$ cat src/rtl/dmem_arbiter.sv
// dmem_arbiter: shares the single data memory between the pipeline MEM stage
// (CPU port) and a DMA/debug loader (DMA port).
//
// The CPU wins by default. A saturating starvation counter forces one DMA beat
// ahead of the CPU after STARVE_MAX consecutive denied DMA cycles. Once a
// multi-beat DMA burst is granted it owns the memory until its last beat, the
// BURST_MAX beat cap, or the DMA dropping its request.
//
// Ports:
//   clk, reset                 clock, synchronous active-high reset
//   cpu_req/we/addr/wdata/func3  CPU access from the EX/MEM register
//   cpu_rdata                  CPU load data (combinational, zero latency)
//   cpu_stall                  CPU request lost arbitration this cycle
//   dma_req/we/addr/wdata/last   DMA beat request
//   dma_gnt                    DMA beat accepted this cycle
//   dma_rvalid, dma_rdata      registered DMA read data, one cycle after grant
//   mem_rd/wr/addr/wdata/func3   data memory command
//   mem_rdata                  data memory read data (combinational read)
//
// state     | meaning
// CPU_OWN   | CPU has priority; DMA wins only when CPU idle or DMA starved
// DMA_BURST | DMA owns memory for the remaining beats of a burst
module dmem_arbiter #(
  parameter int DATA_W     = 32,
  parameter int DM_ADDRESS = 9,
  parameter int STARVE_MAX = 4,
  parameter int BURST_MAX  = 8
) (
  input  logic                  clk,
  input  logic                  reset,
  input  logic                  cpu_req,
  input  logic                  cpu_we,
  input  logic [DM_ADDRESS-1:0] cpu_addr,
  input  logic [DATA_W-1:0]     cpu_wdata,
  input  logic [2:0]            cpu_func3,
  output logic [DATA_W-1:0]     cpu_rdata,
  output logic                  cpu_stall,
  input  logic                  dma_req,
  input  logic                  dma_we,
  input  logic [DM_ADDRESS-1:0] dma_addr,
  input  logic [DATA_W-1:0]     dma_wdata,
  input  logic                  dma_last,
  output logic                  dma_gnt,
  output logic                  dma_rvalid,
  output logic [DATA_W-1:0]     dma_rdata,
  output logic                  mem_rd,
  output logic                  mem_wr,
  output logic [DM_ADDRESS-1:0] mem_addr,
  output logic [DATA_W-1:0]     mem_wdata,
  output logic [2:0]            mem_func3,
  input  logic [DATA_W-1:0]     mem_rdata
);

  localparam logic [0:0] CPU_OWN   = 1'b0;
  localparam logic [0:0] DMA_BURST = 1'b1;

  localparam logic [3:0] STARVE_LIM = 4'(STARVE_MAX);
  localparam logic [4:0] BEAT_LAST  = 5'(BURST_MAX - 1);
  localparam logic       MULTI_BEAT = (BURST_MAX > 1);

  logic [0:0]        state_q, state_d;
  logic [3:0]        starve_cnt_q, starve_cnt_d;
  logic [4:0]        beat_cnt_q, beat_cnt_d;
  logic              dma_rvalid_q;
  logic [DATA_W-1:0] dma_rdata_q;

  logic starved;
  logic g_dma;
  logic g_cpu;

  // Grants are forced low during reset so no memory command escapes.
  always_comb begin
    starved = (starve_cnt_q == STARVE_LIM);
    g_dma   = 1'b0;
    if (!reset) begin
      if (state_q == DMA_BURST) g_dma = dma_req;
      else                      g_dma = dma_req && (!cpu_req || starved);
    end
    g_cpu = !reset && cpu_req && !g_dma;
  end

  assign dma_gnt    = g_dma;
  assign cpu_stall  = cpu_req && g_dma;
  assign cpu_rdata  = (g_cpu && !cpu_we) ? mem_rdata : '0;
  assign dma_rvalid = dma_rvalid_q;
  assign dma_rdata  = dma_rdata_q;

  always_comb begin
    mem_rd    = 1'b0;
    mem_wr    = 1'b0;
    mem_addr  = '0;
    mem_wdata = '0;
    mem_func3 = 3'b000;
    if (g_dma) begin
      mem_rd    = !dma_we;
      mem_wr    = dma_we;
      mem_addr  = dma_addr;
      mem_wdata = dma_wdata;
      mem_func3 = 3'b010;
    end else if (g_cpu) begin
      mem_rd    = !cpu_we;
      mem_wr    = cpu_we;
      mem_addr  = cpu_addr;
      mem_wdata = cpu_wdata;
      mem_func3 = cpu_func3;
    end
  end

  always_comb begin
    state_d    = state_q;
    beat_cnt_d = beat_cnt_q;
    case (state_q)
      CPU_OWN: begin
        if (g_dma && !dma_last && MULTI_BEAT) begin
          state_d    = DMA_BURST;
          beat_cnt_d = 5'd1;
        end
      end
      DMA_BURST: begin
        // Dropping dma_req abandons the burst and hands memory back at once.
        if (!dma_req || dma_last || (beat_cnt_q == BEAT_LAST)) begin
          state_d    = CPU_OWN;
          beat_cnt_d = 5'd0;
        end else begin
          beat_cnt_d = beat_cnt_q + 5'd1;
        end
      end
      default: begin
        state_d    = CPU_OWN;
        beat_cnt_d = 5'd0;
      end
    endcase
  end

  always_comb begin
    starve_cnt_d = starve_cnt_q;
    if (!dma_req || g_dma)     starve_cnt_d = 4'd0;
    else if (cpu_req && !starved) starve_cnt_d = starve_cnt_q + 4'd1;
  end

  always_ff @(posedge clk) begin
    if (reset) begin
      state_q      <= CPU_OWN;
      starve_cnt_q <= 4'd0;
      beat_cnt_q   <= 5'd0;
      dma_rvalid_q <= 1'b0;
      dma_rdata_q  <= '0;
    end else begin
      state_q      <= state_d;
      starve_cnt_q <= starve_cnt_d;
      beat_cnt_q   <= beat_cnt_d;
      dma_rvalid_q <= g_dma && !dma_we;
      if (g_dma && !dma_we) dma_rdata_q <= mem_rdata;
    end
  end

endmodule

$ cat config.mk
export PLATFORM = sky130hd
export DESIGN_NAME = dmem_arbiter
export DESIGN_NICKNAME = d
export VERILOG_FILES = /design/src/rtl/dmem_arbiter.sv
export SDC_FILE = /design/constraint.sdc
export NUM_CORES = 1
export LEC_CHECK = 0
export ABC_AREA = 1
export BUFFER_PORTS_ARGS = -buffer_cell sky130_fd_sc_hd__buf_2
export CELL_PAD_IN_SITES_DETAIL_PLACEMENT = 0
export CELL_PAD_IN_SITES_GLOBAL_PLACEMENT = 1
export CORE_MARGIN = 5
export CORE_UTILIZATION = 26
export CTS_BUF_LIST = sky130_fd_sc_hd__clkbuf_4
export DETAILED_ROUTE_END_ITERATION = 10
export HOLD_SLACK_MARGIN = 0.06
export PLACE_DENSITY = 0.88
export SLEW_MARGIN = 30
export SYNTH_ARGS = -nofsm -noshare
export SYNTH_HDL_FRONTEND = slang
export SYNTH_SLANG_ARGS = --single-unit
export TNS_END_PERCENT = 5
$ cat constraint.sdc
create_clock -name clk -period 2 [get_ports clk]
set_input_delay 0.2 -clock clk [delete_from_list [all_inputs] [get_ports clk]]
set_output_delay 0.2 -clock clk [all_outputs]
set_load 0.01 [all_outputs]
==> impl_results.md <==
* Dpl cell area at 4430 sq um
* RSZ-0062 raised after global routing: true
* Crit-path max FO at 17
* Synth Register Bits at 43
* CP Launch Type: flip-flop
* Initial Utilization at 26.3%
* Antenna violations before repair at 0
* Clk_lat worst skew at 350 ps
* DR vias/cell at 4.04
* Vias at 3690
* Leak at 2.93 nW
* Worst Path Required at 1800 ps
* GRT overflow at 0
* Die X at 120 um
* DR iter-0 viols at 144
* Final period util at 104%
* Failing checks: setup timing
* CP arrival at 1890 ps
* Pwr Total at 2.01 mW
* Avg WL per Cell at 11.8 um
* Crit path kind: flip-flop to output pin
* Die area at 14300 sq um
* Worst Tran Pin Value at 474 ps
* Reg clk slew, reported paths at 140 ps
* I/O Buffers at 236
* H-tree depth at 2
* # IOs at 237
* Largest net degree at the start of global routing at 44
* Longest Clk Path Bufs at 2
* Peak VDD IR at 0.000214 V
* Pwr dens at 412 nW/um^2
* Synthesized area at 3130 sq um
* Worst setup EP type: output pin
* Min Hold Slack at 155 ps
* Site Rows at 40
* Vias in the first global route at 3449
* Total GRT Usage at 13.4%
* Max_cap viols at 0
* Final Hold Fails at 0
* Worst slack, placed at 138 ps
* Sequential element share of the synthesized area at 27.5%
* Die Height at 120 um
* Nets@finish at 893
* Final Util at 41.0%
* Antenna Nets Post-Route at 0
* Router iterations before antenna repair at 4
* Synth warn at 0
* Fmax at 479 MHz
* Min Tclk post-route at 2090 ps
* HPWL Detailed at 7950 um
* Top post-synthesis cells by area: dfxtp_1 (27%), nand2_1 (21%), inv_1 (13%), nand3_1 (8.5%), nor2_1 (5.2%)
* Num Clock Sinks at 43
* First-pass GRT wire length at 16100 um
* Clock skew after layout at 12.1 ps
* Max_slew headroom at 68.4%
* Commonest cells after routing, fill and taps aside: buf_2 (224), nand2_1 (174), inv_1 (109)
* GPL Wtd Cong at 0.843
* Clock Root Buffer: clkbuf_4
* Drt total wl at 10800 um
* Commonest non-fill, non-tap cell in the layout: buf_2
* Setup WS post-layout at -85.5 ps
* Status: finished with violations
* Fillers at 1298
* CTS tree: yes
* Max Slew Vio Count at 0
* Hold buffers post-CTS at 0
* Post-synth top area cell: dfxtp_1
* Share of the synthesized area in the top cell type at 27.5%
* Core area at 11900 sq um
* Inserted Diodes at 0
* Share of cells above drive strength 1 at 43.9%
* CTS Buf Count at 5
* Worst hold path class: input pin to flip-flop
* Mapped Nets at 657
* Mean post-synth cell area at 5.91 sq um
* Area delta synth->final at 55.9%
* Post-Syn Instances at 530
* Final setup viols at 48
* Yosys cell types at 25
* Final instance area at 4880 sq um
* DRC violations left at 0
## timing repair
item	4_1_cts	5_1_grt
pin swaps	1	5
setup buffers	1	4
gates resized for setup	22	22
gates cloned	1	5
setup endpoints to repair	76	76
## metrics by stage
stage / setup TNS (ps) / std cells
floorplan: 0 / 530
global placement: 0 / 895
detailed placement: 0 / 895
CTS: -4820 / 905
global route: -10180 / 914
finish: -2560 / 914
## power breakdown
part           switching (mW)  total (mW)  internal (mW)
combinational           0.358       0.663          0.305
clock                   0.299       0.448          0.150
sequential             0.0141       0.900          0.886
total                   0.671        2.01           1.34
## state kept, by name, summed over array words and instances, names as in the netlist
signal        flops
dma_rvalid        1
state_q           1
beat_cnt_q        5
dma_rdata        32
starve_cnt_q      4
## final cells by class
class | instances | area, sq um | share of cell area [%]
clock buffer | 6 | 45.0 | 0.922
clock inverter | 2 | 12.5 | 0.256
inverter | 114 | 444 | 9.10
multi-input combinational | 346 | 1740 | 35.5
sequential | 43 | 863 | 17.7
tap | 147 | 184 | 3.77
timing repair buffer | 256 | 1600 | 32.7
## Yosys cell counts (all sizes together)
cell type	number
a21boi	1
a21oi	8
buf	23
clkbuf	4
dfxtp	43
ha	3
inv	114
nand2	198
nand3	54
nor2	75
nor3b	1
o21ai	3
or2	1
xor2	2
## critical path: stages, from the launching register on
cell	delay, ps
dfxtp_2	360
inv_2	40
ha_4	150
nand3_4	90
nand3_4	80
nand2_4	90
nand2_4	50
or2_4	270
buf_12	170
nor2_1	90
buf_2	130
## kinds of logic (layout without fill, tap and decap cells)
kind of cell,after synthesis,count (layout),share of synthesized area [%]
compound gates,12,12,2.00
simple gates,329,329,48.6
buf+inv,141,378,20.2
xor+xnor,2,2,0.559
flops,43,43,27.5
fa+ha+maj,3,3,1.20
## path summary, 6_finish.rpt
kind	slack (ps)	startpoint	depth (start not counted)	to
worst max-delay path	-90	starve_cnt_q[1]	10	cpu_rdata[0]
worst min register to register	500	beat_cnt_q[3]	2	beat_cnt_q[3]
worst max register to register	310	starve_cnt_q[0]	12	dma_rdata[12]
worst min-delay path	150	reset	2	beat_cnt_q[4]
## metal layers
metal,global-route usage [%],wire length [um],up-vias
met1,16.4,4630,1553
met5,0,0,-
li1,-,-,1998
met4,1.72,31,0
met3,4.19,897,4
met2,23.6,5250,135
No activity file was read; power rests on OpenSTA's default activity.
